**config.mk**
```make
export PLATFORM = sky130hd
export DESIGN_NAME = key_entry
export DESIGN_NICKNAME = d
export VERILOG_FILES = /design/src/rtl/key_entry_pkg.sv /design/src/rtl/key_entry_digit_stack.sv /design/src/rtl/key_entry.sv
export SDC_FILE = /design/constraint.sdc
export NUM_CORES = 1
export LEC_CHECK = 0
export BUFFER_PORTS_ARGS = -buffer_cell sky130_fd_sc_hd__buf_2
export CORE_ASPECT_RATIO = 1.1
export CORE_MARGIN = 4
export CORE_UTILIZATION = 55
export CTS_BUF_LIST = sky130_fd_sc_hd__clkbuf_2 sky130_fd_sc_hd__clkbuf_4 sky130_fd_sc_hd__clkbuf_8
export DETAILED_ROUTE_END_ITERATION = 10
export PLACE_DENSITY = 0.82
export SETUP_SLACK_MARGIN = 0.1
export SLEW_MARGIN = 5
export SYNTH_ARGS = -nofsm -noshare
export SYNTH_HDL_FRONTEND = slang
export SYNTH_SLANG_ARGS = --single-unit
```
**constraint.sdc**
```tcl
create_clock -name clk -period 8.3 [get_ports clk]
set_input_delay 0 -clock clk [delete_from_list [all_inputs] [get_ports clk]]
set_output_delay 0 -clock clk [all_outputs]
set_load 0.005 [all_outputs]
```
**src/rtl/key_entry_pkg.sv**
```systemverilog
// Shared key codes and FSM encoding for the keypad register-entry block.
package key_entry_pkg;

  localparam logic [4:0] KEY_CLEAR     = 5'h10;
  localparam logic [4:0] KEY_CONFIRM   = 5'h11;
  localparam logic [4:0] KEY_BACKSPACE = 5'h12;
  localparam logic [4:0] KEY_PIC       = 5'h13;
  localparam logic [4:0] KEY_HDR       = 5'h14;

  typedef enum logic [1:0] {
    ST_IDLE  = 2'd0,
    ST_ENTRY = 2'd1,
    ST_ISSUE = 2'd2
  } state_t;

endpackage

```
**src/rtl/key_entry_digit_stack.sv**
```systemverilog
// Digit storage for one keypad entry: push/pop/clear plus the Horner value
// of the stacked digits (most significant digit pushed first).
module digit_stack #(
  parameter int RADIX = 10,
  parameter int NDIG  = 3,
  parameter int VAL_W = 12
) (
  input  logic             clk,
  input  logic             rst,
  input  logic             push,
  input  logic             pop,
  input  logic             clr,
  input  logic [3:0]       push_dig,
  output logic [2:0]       dig_cnt,
  output logic [VAL_W-1:0] value
);

  logic [3:0] digs_q [NDIG];
  logic [3:0] digs_d [NDIG];
  logic [2:0] cnt_q, cnt_d;
  logic [VAL_W-1:0] acc;

  always_comb begin
    digs_d = digs_q;
    cnt_d  = cnt_q;
    if (clr) begin
      cnt_d = 3'd0;
    end else if (push && (cnt_q < 3'(NDIG))) begin
      for (int i = 0; i < NDIG; i++) begin
        if (3'(i) == cnt_q) digs_d[i] = push_dig;
      end
      cnt_d = cnt_q + 3'd1;
    end else if (pop && (cnt_q != 3'd0)) begin
      cnt_d = cnt_q - 3'd1;
    end
  end

  always_ff @(posedge clk) begin
    if (rst) begin
      cnt_q <= 3'd0;
      for (int i = 0; i < NDIG; i++) digs_q[i] <= 4'd0;
    end else begin
      cnt_q  <= cnt_d;
      digs_q <= digs_d;
    end
  end

  // Slots at or above the count hold stale popped digits and are skipped.
  always_comb begin
    acc = '0;
    for (int i = 0; i < NDIG; i++) begin
      if (3'(i) < cnt_q) acc = acc * VAL_W'(RADIX) + VAL_W'(digs_q[i]);
    end
  end

  assign dig_cnt = cnt_q;
  assign value   = acc;

endmodule

```
**src/rtl/key_entry.sv**
```systemverilog
// Keypad-driven register entry: collects an address then a data value and
// hands the pair to an SCCB master with a valid/ready write handshake.
module key_entry
  import key_entry_pkg::*;
#(
  parameter int DATA_W = 8,
  parameter int ADDR_W = 8,
  parameter int RADIX  = 10,
  parameter int NDIG   = 3
) (
  input  logic              clk,
  input  logic              rst,
  input  logic              conf_en,
  input  logic              key_valid,
  input  logic [4:0]        key_code,
  input  logic              wr_ready,
  output logic              scan,
  output logic              wr_valid,
  output logic [ADDR_W-1:0] wr_addr,
  output logic [DATA_W-1:0] wr_data,
  output logic [DATA_W-1:0] entry_val,
  output logic [2:0]        dig_cnt,
  output logic              phase,
  output logic              err,
  output logic              take_pic,
  output logic              hdr_en,
  output logic [1:0]        state
);

  localparam int VAL_W  = 4 * NDIG;
  localparam int CAND_W = VAL_W + 4;
  localparam logic [4:0] RADIX_K = 5'(RADIX);
  localparam logic [2:0] NDIG_K  = 3'(NDIG);

  state_t state_q, state_d;
  logic key_valid_q, key_ev;
  logic phase_q, phase_d;
  logic wr_valid_q, wr_valid_d;
  logic [ADDR_W-1:0] wr_addr_q, wr_addr_d;
  logic [DATA_W-1:0] wr_data_q, wr_data_d;
  logic err_q, err_d;
  logic take_pic_q, take_pic_d;
  logic hdr_en_q, hdr_en_d;
  logic scan_q, scan_d;
  logic push, pop, clr;
  logic [VAL_W-1:0] stack_val;
  logic [2:0] cnt;
  logic [CAND_W-1:0] cand;
  logic over;

  digit_stack #(.RADIX(RADIX), .NDIG(NDIG), .VAL_W(VAL_W)) u_stack (
    .clk     (clk),
    .rst     (rst),
    .push    (push),
    .pop     (pop),
    .clr     (clr),
    .push_dig(key_code[3:0]),
    .dig_cnt (cnt),
    .value   (stack_val)
  );

  assign key_ev = key_valid & ~key_valid_q;
  assign cand   = CAND_W'(stack_val) * CAND_W'(RADIX) + CAND_W'(key_code[3:0]);
  // The digit's value must fit the field being entered: address first, then data.
  assign over   = phase_q ? ((cand >> DATA_W) != '0) : ((cand >> ADDR_W) != '0);

  always_comb begin
    state_d    = state_q;
    phase_d    = phase_q;
    wr_valid_d = wr_valid_q;
    wr_addr_d  = wr_addr_q;
    wr_data_d  = wr_data_q;
    err_d      = 1'b0;
    take_pic_d = take_pic_q;
    hdr_en_d   = hdr_en_q;
    push       = 1'b0;
    pop        = 1'b0;
    clr        = 1'b0;
    case (state_q)
      ST_IDLE: begin
        if (key_ev && (key_code == KEY_PIC)) take_pic_d = ~take_pic_q;
        if (key_ev && (key_code == KEY_HDR)) hdr_en_d = ~hdr_en_q;
        if (conf_en) state_d = ST_ENTRY;
      end
      ST_ENTRY: begin
        if (!conf_en) begin
          state_d = ST_IDLE;
          clr     = 1'b1;
          phase_d = 1'b0;
        end else if (key_ev) begin
          if (key_code < 5'h10) begin
            if ((key_code >= RADIX_K) || (cnt == NDIG_K) || over) err_d = 1'b1;
            else push = 1'b1;
          end else begin
            case (key_code)
              KEY_CLEAR: clr = 1'b1;
              KEY_BACKSPACE: begin
                if (cnt == 3'd0) err_d = 1'b1;
                else pop = 1'b1;
              end
              KEY_CONFIRM: begin
                if (cnt == 3'd0) begin
                  err_d = 1'b1;
                end else if (!phase_q) begin
                  wr_addr_d = ADDR_W'(stack_val);
                  phase_d   = 1'b1;
                  clr       = 1'b1;
                end else begin
                  wr_data_d  = DATA_W'(stack_val);
                  clr        = 1'b1;
                  wr_valid_d = 1'b1;
                  state_d    = ST_ISSUE;
                end
              end
              default: ;
            endcase
          end
        end
      end
      ST_ISSUE: begin
        if (wr_valid_q && wr_ready) begin
          wr_valid_d = 1'b0;
          phase_d    = 1'b0;
          state_d    = conf_en ? ST_ENTRY : ST_IDLE;
        end
      end
      default: state_d = ST_IDLE;
    endcase
    scan_d = (state_d == ST_ENTRY);
  end

  always_ff @(posedge clk) begin
    if (rst) begin
      state_q     <= ST_IDLE;
      key_valid_q <= 1'b0;
      phase_q     <= 1'b0;
      wr_valid_q  <= 1'b0;
      wr_addr_q   <= '0;
      wr_data_q   <= '0;
      err_q       <= 1'b0;
      take_pic_q  <= 1'b0;
      hdr_en_q    <= 1'b0;
      scan_q      <= 1'b0;
    end else begin
      state_q     <= state_d;
      key_valid_q <= key_valid;
      phase_q     <= phase_d;
      wr_valid_q  <= wr_valid_d;
      wr_addr_q   <= wr_addr_d;
      wr_data_q   <= wr_data_d;
      err_q       <= err_d;
      take_pic_q  <= take_pic_d;
      hdr_en_q    <= hdr_en_d;
      scan_q      <= scan_d;
    end
  end

  assign scan      = scan_q;
  assign wr_valid  = wr_valid_q;
  assign wr_addr   = wr_addr_q;
  assign wr_data   = wr_data_q;
  assign entry_val = DATA_W'(stack_val);
  assign dig_cnt   = cnt;
  assign phase     = phase_q;
  assign err       = err_q;
  assign take_pic  = take_pic_q;
  assign hdr_en    = hdr_en_q;
  assign state     = state_q;

endmodule

```
==> results of run 1 <==
-- repair_timing --
item                                   4_1_cts  5_1_grt
hold buffers                                 2        0
setup endpoints to repair                    0        0
endpoints found under the hold margin        2        0
gates resized for setup                      0        0
-- final cells by class --
class | instances | area, sq um | area share (%)
clock buffer | 5 | 68.8 | 1.70
clock inverter | 2 | 12.5 | 0.309
inverter | 18 | 67.6 | 1.67
multi-input combinational | 365 | 2760 | 68.1
sequential | 40 | 801 | 19.8
tap | 82 | 103 | 2.53
timing repair buffer | 46 | 240 | 5.93
-- power groups by stage --
stage | sequential (uW) | clock, uW | combinational, uW
CTS | 194 | 130 | 21.6
finish | 194 | 127 | 21.9
global placement | 198 | 0 | 20.2
floorplan | 198 | 0 | 13.4
detailed placement | 198 | 0 | 20.6
global route | 194 | 140 | 23.9
-- worst max path at each step --
stage	from	end	slack [ps]	cells past startpoint
final	u_stack.dig_cnt[0]$_SDFFE_PP0P_	u_stack.digs_q[8]$_SDFFE_PP0P_	750	27
after global routing	u_stack.dig_cnt[0]$_SDFFE_PP0P_	u_stack.digs_q[9]$_SDFFE_PP0P_	180	27
after CTS	u_stack.dig_cnt[0]$_SDFFE_PP0P_	u_stack.digs_q[8]$_SDFFE_PP0P_	780	27
after detailed placement	u_stack.dig_cnt[0]$_SDFFE_PP0P_	u_stack.digs_q[8]$_SDFFE_PP0P_	840	27
after global placement	u_stack.dig_cnt[0]$_SDFFE_PP0P_	u_stack.digs_q[8]$_SDFFE_PP0P_	1040	27
after floorplan	u_stack.dig_cnt[0]$_SDFFE_PP0P_	u_stack.digs_q[10]$_SDFFE_PP0P_	1670	29
-- stage by stage --
step                      total power (uW)  std cells  hold slack, ps  worst slack (ps)  utilization [%]
after detailed placement               219        549             266               841             60.2
after floorplan                        211        436             128              1670                -
after global routing                   357        558            12.1               180             61.8
final                                  343        558            13.9               753             61.8
after global placement                 218        549             259              1040             60.2
after CTS                              346        558            5.85               783             61.8
-- cell usage after synthesis (all sizes together), types with 6 or more instances --
| master | count |
|---|---|
| a21o | 7 |
| a21oi | 24 |
| buf | 6 |
| clkbuf | 7 |
| dfxtp | 40 |
| ha | 52 |
| inv | 18 |
| mux2i | 29 |
| nand2 | 27 |
| nand2b | 22 |
| nand3 | 11 |
| nand3b | 7 |
| nor2 | 54 |
| nor2b | 11 |
| nor3 | 7 |
| nor3b | 6 |
| o21ai | 16 |
| xnor2 | 14 |
| xor2 | 11 |
-- routing by layer --
| layer | vias to the layer above | GRT usage (%) |
|---|---|---|
| met3 | 17 | 5.00 |
| li1 | 1634 | - |
| met4 | 0 | 6.46 |
| met2 | 95 | 38.2 |
| met5 | - | 0 |
| met1 | 1544 | 29.4 |
-- state kept, by name, indices dropped and copies added (netlist names) --
register / cells
hdr_en: 1
wr_data: 8
take_pic: 1
u_stack.digs_q: 12
scan: 1
phase: 1
wr_valid: 1
key_valid_q: 1
wr_addr: 8
state: 2
err: 1
u_stack.dig_cnt: 3
-- cell families after synthesis --
kind of cell / count (synthesis) / synth area share [%]
adders and majority gates: 57 / 20.3
and+or+nand+nor: 174 / 25.8
DFF: 40 / 21.7
muxes: 32 / 8.78
xor gates and xnor gates: 25 / 5.93
buffers and inverters: 31 / 3.56
AOI/OAI and AO/OA: 77 / 13.8
-- worst max-delay path: stages (launching register included) --
cell and delay, ps:
dfxtp_1 430, or3_1 470, and2_1 210, ha_1 210, ha_1 190, inv_1 70
fa_1 440, nand3b_1 170, o21ai_0 280, xnor2_1 120, nor2_1 210, ha_1 280
ha_1 340, o21a_1 120, a21o_1 190, a2111oi_0 570, nor2_1 150, and3_1 190
o21ai_0 240, nand2_1 90, ha_1 180, ha_1 190, nor4_1 320, o2111ai_1 170
nand4b_1 200, or4_1 750, nor4b_4 460, mux2i_1 230
==> metrics list, run 1 <==
- Category of the critical setup timing path: register to register
- Setup repair after global routing missed its margin: false
- Layout Cell Area excl Fill: about 4000 sq um
- On the final layout, the worst clock skew is 5.56 ps.
* Run status: finished, final reports clean
- Last weighted congestion value of the routability-driven placer: between 0.9 and 1
* Fin nets: approximately 540
- DRC violation total after the first TritonRoute iteration: 128
- Of all flip-flops after synthesis, the portion carrying an async set or reset was 0%.
* Tcrit/Tclk final: ~91%
- Worst Hold Path Cells: 2
- Final-layout fill cell count: between 500 and 600
* Ant. Diodes: 0
* Clock root cell: clkbuf_8
- Internal reg-to-reg setup slack: approximately 750 ps
- The worst hold path terminates at scan$_SDFF_PP0_.
* Power density relative to cell area: 84.7 nW/um^2
- CTS tree: done
- The clock reaches the later pin of the worst-skew pair after 300 ps.
- Detailed Routing Iterations Pass 1: 5
- Once detailed placement completed, the half-perimeter wirelength came to slightly above 7000 microns.
- STA classifies the critical path endpoint as a register.
- The worst register-to-register path ends at u_stack.digs_q[8]$_SDFFE_PP0P_.
- In this run the standard cell core region covers approximately 6600 sq um.
- The routed design has about 9000 microns of wire.
* Final Hold Violating Endpoints: 0
- Tot GR Track Use: 22.9%
- Measured slew at the worst slew-check pin: slightly below 1000 ps
- Worst hold path type: primary input to register
* Number of storage elements in the synthesis netlist: 40
- The synthesized design spends more area on one cell type than any other, namely dfxtp_1.
- Cell types with the largest area share after synthesis: dfxtp_1 22%, ha_1 18%, mux2i_1 7.9%
- Post-CTS repair timing setup buffer count: 0
* Number of remaining DRC errors: 0
- Instance area after placement: 3950 sq um
- Dividing the detail-routed via count by the number of cells gives 5.90.
- Entering global routing, the biggest net connects 45 pins.
- Reg power frac: approximately 56%
* Share of post-route cells with drive strength above 1: 13.7%
* Critical Path RT: around 8500 ps
- Once detail routing completed, the nets flagged for antenna violations numbered 0.
- Die Outline Area: between 8000 and 9000 sq um
* Bufs on Longest Clock Path: 2
- Along the worst path, the maximum fanout reaches 12.
- Data arrives at the worst endpoint at around 8000 ps.
- For this run, the top clock speed supported by timing is 133 MHz.
- Yosys mapped a number of flops with a built-in enable equal to 0.
- The clock network burns a little under two fifths of the power.
- Number of violations of the max-capacitance limit: 0
- Compared with the post-synthesis result, the final layout area differs by 9.77%.
* Yosys top cell area share: between 20% and 30%
- For this run, the leading register cell type out of synthesis is dfxtp_1.
- Worst rel slew slack: between 30% and 40%
- Synthesized instance count: approximately 440
- Register clock-pin slew on the reported worst setup and hold paths: ~80 ps
* Number of clock buffers inserted by TritonCTS: 5
* Met3 wirelength from detailed routing: 465 microns
* Per-cell routed wire length: around 16 microns
* Syn_nets: between 500 and 600
- Kind of start point of the critical path: register
- The analysis attributes to cell leakage a power of 0.00193 uW.
* Vias in the first global route: between 3000 and 4000
* Critical register-to-register path startpoint: u_stack.dig_cnt[0]$_SDFFE_PP0P_
- Overall overflow remaining after global route: 0
* Width of the die: around 86 microns
* Post-synthesis area per instance: 8.46 sq um
- Summing every instance area after synthesis gives between 3000 and 4000 sq um.
* Cell-internal power: approximately 260 uW
- For this design the total switching power over the nets is 85.1 uW.
- For the final routed database, the setup TNS stands at 0 ps.
* Detailed-routed wire length on met2: around 4400 microns
- The highest layer touched by signal routing is met4.
- In this run the number of H-tree levels came out at 2.
- First-pass GRT wire length: around 15000 microns
- CTS saw 40 sinks.
- In this run, distinct cell masters in the synthesized netlist total 53.
* Hold path startpoint: conf_en
- Worst IR Drop VDD: 0.000119 V
- Top-Level Pins: between 40 and 50
* Max-slew violation count: 0
- Final Setup Violations: 0
- In the layout the commonest cells are 54 x nor2_1, 52 x ha_1, 44 x buf_2, 40 x dfxtp_1, 29 x mux2i_1.
* Switching Share: 24.8%
* Floorplan die height: around 94 microns
* Warning count from the yosys run: 0
- For this run, the register share of the synthesized area comes to a little over a fifth.
- Combinational logic is responsible for 6.4% of the overall power.
- Number of rows in the core area: 31
- Antenna violations before repair: 0
- Number of buffer cells added on primary ports: 44
- For this block, wires on met1 add up to about 4000 microns.
- The smallest clock period supported by the final layout is computed as approximately 7500 ps.
- The initial utilization of the core area, before any placement, comes to a little under three fifths.
* Routed via count: 3290
- Leaving out fill and tap cells, the most frequent cell in the layout is nor2_1.
- For the worst flop-to-flop path, the logic depth is 27.
(Power assumes the default switching activity.)
==> inputs of run 2 (changes only) <==
==> constraint.sdc (replaced) <==
create_clock -name clk -period 8.3 [get_ports clk]
set_input_delay 1.66 -clock clk [delete_from_list [all_inputs] [get_ports clk]]
set_output_delay 1.66 -clock clk [all_outputs]
set_load 0.005 [all_outputs]
==> metrics list, run 2 (synthesis results as in run 1) <==
* Run status: finished, final reports clean
- The number of placed I/O pins came to 45 (unchanged).
* Width of the die: 86.1 microns (unchanged)
* Maximum clock frequency: 133 MHz (about the same)
- Post-CTS repair timing setup buffer count: 0 (unchanged)
* Number of rows in the core area: 31 (unchanged)
- DRC violation total after the first TritonRoute iteration: 155 (+21%)
* Most common library cell in the layout ignoring fill and taps: nor2_1
- Worst IR Drop VDD: 0.000119 V (about the same)
* Slowest-stage cell, CP: or4_1
- The delay of the slowest critical-path stage was 750 ps (about the same).
- Worst hold path type: register to register
- Maximum number of pins on one net before global-route repair: 45 (unchanged)
* First-pass GRT wire length: 14900 microns (-0.23%)
- Worst skew pair latency: 300 ps (about the same)
* Crit path depth: 27 (unchanged)
- The detail-routed net length per standard cell was 16.1 microns (+0.10%).
- The total congestion overflow is 0 (unchanged).
- Vias per cell: 5.90 (about the same)
* Critical Path RT: 8530 ps (about the same)
- The post-detailed-placement cell area was 3950 sq um (unchanged).
- The relative slew slack is 34.5% (+0.27 points).
* Post-Route Hold Slack: 487 ps (+473 ps)
- Ant. Diodes: 0 (unchanged)
- The arrival time at the worst endpoint is 7770 ps (about the same).
* Kind of start point of the critical path: register
* Routed via count: 3280 (-0.30%)
- Tcrit/Tclk final: 90.9% (about the same)
* Worst Hold Path Cells: 2 (unchanged)
- The total CTS buffers is 5 (unchanged).
- The number of setup violations in the final report is 0 (unchanged).
- Area Overhead vs Synth: 9.22%
- The minimum clock period is 7550 ps (-1.33 ps).
- The setup TNS after final layout is 0 ps (unchanged).
- Category of the critical setup timing path: register to register
* Post-CTS Hold Fix Bufs: 0 (-2)
* Share of post-route cells with drive strength above 1: 13.7% (+0.058 points)
* Critical R2R Capture: u_stack.digs_q[8]$_SDFFE_PP0P_
- In the layout the commonest cells are 54 x nor2_1, 52 x ha_1, 44 x buf_2, 40 x dfxtp_1, 29 x mux2i_1.
- Setup repair after global routing missed its margin: false
* Tot GR Track Use: 22.8% (-0.037 points)
- In this run the worst setup path terminates at u_stack.digs_q[8]$_SDFFE_PP0P_.
* Nature of the critical path endpoint: register
* Post-CTS sizing: 0 (unchanged)
* Vias in the first global route: 3201 (-0.28%)
- The floorplan die height is 93.9 microns (unchanged).
* Flip-flop count of the largest register after layout: 12 (unchanged)
- By instance count, the cell type seen most on the critical path is ha_1.
- TritonCTS sink count: 40 (unchanged)
- The number of maximum-capacitance violations is 0 (unchanged).
- The power density over cell area was 85.1 nW/um^2 (+0.41%).
- The number of nets at the end of the flow came to 541 (-0.37%).
- The critical path buffer and inverter count was 1 (unchanged).
* Final standard cell utilization of the core: 61.5% (-0.31 points)
- Number of buffer cells added on primary ports: 44 (unchanged)
* CTS H-tree depth: 2 (unchanged)
* Antenna violations before repair: 0 (unchanged)
- Register clock-pin slew on the reported worst setup and hold paths: 80 ps (about the same)
* Die Outline Area: 8080 sq um (unchanged)
- The reg2reg setup slack was 750 ps (about the same).
- Critical path launch point: u_stack.dig_cnt[0]$_SDFFE_PP0P_
* Layout Cell Area excl Fill: 4030 sq um (-0.49%)
* Clock root cell: clkbuf_8
- The wire length reported by the detailed router came to 8930 microns (-0.26%).
- The largest fanout on the critical path is 12 (unchanged).
* R2r worst-path depth: 27 (unchanged)
- Floorplan core area: 6560 sq um (unchanged)
- In this run the critical register-to-register path is launched from u_stack.dig_cnt[0]$_SDFFE_PP0P_.
* Measured slew at the worst slew-check pin: 982 ps (-3.98 ps)
- The total power consumption of the routed design is 343 uW (about the same).
- CP top delay family: simple AND/OR/NAND/NOR gates
- Leakage: 0.00193 uW (-0.43%)
- The final HPWL from detailed placement came to 7070 microns (unchanged).
- The number of nets with antenna violations after detailed routing was 0 (unchanged).
- Final Hold Violating Endpoints: 0 (unchanged)
- Bufs on Longest Clock Path: 2 (unchanged)
* Max-slew violation count: 0 (unchanged)
- The final setup skew is 4.87 ps (-0.689 ps).
- Detailed Routing Iterations Pass 1: 5 (unchanged)
* Largest register by flop count: u_stack.digs_q
- The routability-driven placement congestion ratio is 0.959 (unchanged).
- Starting density of the core: 56.3% (unchanged)
* CTS tree: done
- Number of remaining DRC errors: 0 (unchanged)
-- run 2: changes by cell type in the layout (fill, tap and decap cells not counted) --
cell	change
dlygate4sd3_1	-2
-- run 2: worst min-delay path by stage --
stage                                   start                             end
6_report       u_stack.digs_q[3]$_SDFFE_PP0P_  u_stack.digs_q[3]$_SDFFE_PP0P_
5_1_grt        u_stack.digs_q[3]$_SDFFE_PP0P_  u_stack.digs_q[3]$_SDFFE_PP0P_
4_1_cts        u_stack.digs_q[3]$_SDFFE_PP0P_  u_stack.digs_q[3]$_SDFFE_PP0P_
3_5_place_dp          wr_data[4]$_SDFFE_PP0P_         wr_data[4]$_SDFFE_PP0P_
3_3_place_gp          wr_data[4]$_SDFFE_PP0P_         wr_data[4]$_SDFFE_PP0P_
2_1_floorplan         wr_data[4]$_SDFFE_PP0P_         wr_data[4]$_SDFFE_PP0P_
-- run 2: layout make-up --
cell class	instances	area [sq um]
clock inverters	2	12.5
multi-input cells	365	2760
flip-flops and latches	40	801
well taps	82	103
inverters	18	67.6
clock buffers	5	68.8
repair buffers	44	220
fillers	573	2520
-- run 2: worst min-delay path: stages (launching register included) --
cell      delay, ps
dfxtp_1         320
nand2b_1         70
mux2i_1          60
-- run 2: power breakdown --
part	total, uW	internal, uW	switching (uW)
sequential	194	193	1.00
combinational	21.0	7.65	13.3
clock	128	57.0	71.1
-- run 2: per-stage QoR --
| stage | setup slack [ps] | std cells |
|---|---|---|
| after global placement | 1040 | 549 |
| after CTS | 783 | 556 |
| final | 755 | 556 |
| after global routing | 180 | 556 |
| after detailed placement | 841 | 549 |
| after floorplan | 1670 | 436 |
-- run 2: layer usage --
| metal | global-route usage, % | vias to the layer above | wire (microns) |
|---|---|---|---|
| met5 | 0 | - | 0 |
| met4 | 6.46 | 0 | 150 |
| met3 | 5.00 | 20 | 437 |
| met2 | 38.2 | 90 | 4370 |
| met1 | 29.3 | 1536 | 3970 |
| li1 | - | 1634 | - |
==> inputs of run 3 (changes only) <==
--- a/config.mk
+++ b/config.mk
@@ -5,13 +5,14 @@
 export SDC_FILE = /design/constraint.sdc
 export NUM_CORES = 1
 export LEC_CHECK = 0
+export ABC_AREA = 1
 export BUFFER_PORTS_ARGS = -buffer_cell sky130_fd_sc_hd__buf_2
-export CORE_ASPECT_RATIO = 1.1
+export CORE_ASPECT_RATIO = 0.9
 export CORE_MARGIN = 4
 export CORE_UTILIZATION = 55
 export CTS_BUF_LIST = sky130_fd_sc_hd__clkbuf_2 sky130_fd_sc_hd__clkbuf_4 sky130_fd_sc_hd__clkbuf_8
 export DETAILED_ROUTE_END_ITERATION = 10
-export PLACE_DENSITY = 0.82
+export PLACE_DENSITY = 0.81
 export SETUP_SLACK_MARGIN = 0.1
 export SLEW_MARGIN = 5
 export SYNTH_ARGS = -nofsm -noshare
==> metrics list, run 3 <==
- Tot GR Track Use: 23.6% (+0.73 points)
- The post-CTS repair timing setup buffer count was 0 (unchanged).
* Critical Path RT: 8490 ps (-40 ps)
- The number of maximum-capacitance violations was 0 (unchanged).
* Final-layout fill cell count: 712 (+24%)
* Antenna violations before repair: 0 (unchanged)
* Top library cells by usage in the layout, fill and taps aside: 157 x nand2_1, 110 x inv_1, 87 x nor2_1, 52 x ha_1, 45 x nand3_1
- TritonCTS sink count: 40 (unchanged)
- Final standard cell utilization of the core: 63.1% (+1.6 points)
- Nature of the critical path endpoint: register
- The peak supply drop is 0.000203 V (+71%).
- The vias per cell came to 5.41 (-8.2%).
- Non-filler cells, final: 829 (+49%)
- Area leader, netlist: dfxtp_1
* Detailed Routing Iterations Pass 1: 5 (unchanged)
- CTS H-tree depth: 2 (unchanged)
* Number of remaining DRC errors: 0 (unchanged)
* Top-Level Pins: 45 (unchanged)
- Yosys top cell area share: 18.2% (-3.5 points)
* Slowest-stage cell, CP: o21ai_0
- Run status: finished, final reports clean
- The post-synthesis sequential area ratio came to 18.2% (-3.5 points).
* Crit path buffers/inverters: 4 (+3)
- The post-placement cell count was 821 (+50%).
- Setup repair after global routing missed its margin: false
- Flip-flop count of the largest register after layout: 12 (unchanged)
- Final Hold Violating Endpoints: 0 (unchanged)
- By area the synthesized netlist is led by dfxtp_1 18%, ha_1 15%, nand2_1 13%.
* Post-CTS Hold Fix Bufs: 0 (unchanged)
- Overall overflow remaining after global route: 0 (unchanged)
- The relative slew slack came to 24.7% (-9.8 points).
- Share of flip-flops with an asynchronous set or reset after synthesis: 0% (unchanged)
* Final-layout setup total negative slack: 0 ps (unchanged)
- Post-DP HPWL: 8760 microns (+24%)
- Arrival time at the worst endpoint: 7090 ps (-680 ps)
- Instance area after placement: 4720 sq um (+19%)
- Number of buffer cells added on primary ports: 44 (unchanged)
- Worst hold path type: register to register
- Register clock-pin slew on the reported worst setup and hold paths: 80 ps (about the same)
- Among all flip-flop cells after synthesis, the most frequent one is dfxtp_1.
- The post-placement worst setup slack is 1460 ps (+618 ps).
- Worst skew pair latency: 290 ps (about the same)
* Post-layout min period: 6900 ps (-647 ps)
* Share of post-route cells with drive strength above 1: 15.4% (+1.7 points)
- Number of flops mapped to enable cells by yosys: 0 (unchanged)
- Most common library cell in the layout ignoring fill and taps: nand2_1
- Power density relative to cell area: 79.9 nW/um^2 (-6.1%)
* CTS tree: done
- Area Overhead vs Synth: 9.66%
- Maximum clock frequency: 145 MHz (+9.4%)
- Critical path peak fanout: 13 (+1)
- The number of nets with antenna violations after detailed routing was 0 (unchanged).
- Largest register by flop count: u_stack.digs_q
- The global-route wire length before repair is 18500 microns (+24%).
- The share of the clock period used by the worst path was 83.1% (-7.8 points).
- The leakage power is 0.00257 uW (+33%).
- Syn_nets: 756 (+50%)
* DRC violation total after the first TritonRoute iteration: 245 (+58%)
- Distinct cell type count after synthesis: 43 (-19%)
- The width of the die is 102 microns (+19%).
- Worst setup skew after layout: 5.35 ps (+0.478 ps)
- Post-CTS sizing: 0 (unchanged)
- The total core area was 7660 sq um (+17%).
- The slew of the pin with the lowest slew margin was 1120 ps (+137 ps).
- Die Outline Area: 9500 sq um (+18%)
- The post-synthesis average cell area was 6.39 sq um (-24%).
* Routed via count: 4489 (+37%)
- The number of nets at the end of the flow is 799 (+48%).
- Warning count from the yosys run: 0 (unchanged)
- Layout Cell Area excl Fill: 4830 sq um (+20%)
* Clock root cell: clkbuf_8
* CP top delay family: simple AND/OR/NAND/NOR gates
- Cell Area, Synth: 4400 sq um (+19%)
- The routability-driven placement congestion ratio came to 0.966 (+0.66%).
- The total CTS buffers is 5 (unchanged).
- Category of the critical setup timing path: register to register
* Most frequent cells after synthesis: 157 x nand2_1, 110 x inv_1, 87 x nor2_1
- Starting density of the core: 57.5% (+1.2 points)
- The number of setup violations in the final report came to 0 (unchanged).
* Synthesized instance count: 689 (+58%)
- Number of storage elements in the synthesis netlist: 40 (unchanged)
- Ant. Diodes: 0 (unchanged)
- Routed wire length: 10800 microns (+21%)
* Maximum number of pins on one net before global-route repair: 26 (-42%)
- Bufs on Longest Clock Path: 2 (unchanged)
- By instance count, the cell type seen most on the critical path is nand2_1.
- The count of final max-slew check failures was 0 (unchanged).
* Per-cell routed wire length: 13.0 microns (-19%)
- Least setup slack across all paths after layout: 1400 ps (+647 ps)
- Worst stage delay on the critical path: 660 ps (-90 ps)
* Most frequently used cell type in the post-synthesis netlist: nand2_1
- The worst setup path is launched from a register.
- Floorplan die height: 92.9 microns (-1.1%)
- Vias in the first global route: 4157 (+30%)
* Number of rows in the core area: 30 (-3.2%)
[run 3: cell count changes in the layout (fill, tap and decap cells not counted), moves of 11 or more]
cell      change
inv_1        +92
mux2i_1      -29
nand2_1     +130
nand2_2      +15
nand2b_1     -22
nand3_1      +34
nand4_1      +20
nor2_1       +33
nor2b_1      -11
o21ai_0      +22
xnor2_1      -13
[run 3: stage by stage]
step                hold slack (ps)  total power (uW)
floorplan                       440               218
global placement                432               228
detailed placement              441               228
CTS                             454               388
global route                    485               397
finish                          454               386
[run 3: power breakdown]
| part | internal, uW | switching [uW] | leakage (uW) |
|---|---|---|---|
| registers | 193 | 1.30 | 0.000323 |
| logic | 8.92 | 21.0 | 0.00219 |
| clock network | 92.5 | 68.6 | 0.0000586 |
| total | 295 | 90.9 | 0.00257 |
[run 3: logic make-up after synthesis]
family	count (synthesis)	share of synthesized area (%)
AO/OA/AOI/OAI	86	10.8
buffers and inverters	127	11.0
AND/OR/NAND/NOR	375	42.2
XOR/XNOR	4	0.796
flip-flops	40	18.2
adder cells (fa/ha/maj)	57	17.1
[run 3: layout make-up]
class                      count  area (sq um)  area share (%)
multi-input combinational    522          3130            64.7
clock inverter                 2          35.0           0.726
inverter                     118           443            9.17
timing repair buffer          45           228            4.72
tap                           96           120            2.49
clock buffer                   6          76.3            1.58
sequential                    40           801            16.6
[run 3: metal layers]
layer	vias to the layer above	GRT usage, %	part of all wire, %	routed length (microns)
li1	2314	-	-	-
met1	2041	31.9	46	4990
met2	116	38.6	47	5060
met3	18	3.54	5.3	568
met4	0	6.78	1.6	171
met5	-	0	0	0
[run 3: final timing paths]
| check | cells after the start | to | from | slack [ps] |
|---|---|---|---|---|
| setup / recovery | 34 | u_stack.digs_q[6]$_SDFFE_PP0P_ | u_stack.dig_cnt[0]$_SDFFE_PP0P_ | 1400 |
| hold / removal | 1 | take_pic$_SDFFE_PP0P_ | take_pic$_SDFFE_PP0P_ | 450 |
| setup reg to reg | 34 | u_stack.digs_q[6]$_SDFFE_PP0P_ | u_stack.dig_cnt[0]$_SDFFE_PP0P_ | 1400 |
| hold reg to reg | 1 | take_pic$_SDFFE_PP0P_ | take_pic$_SDFFE_PP0P_ | 450 |
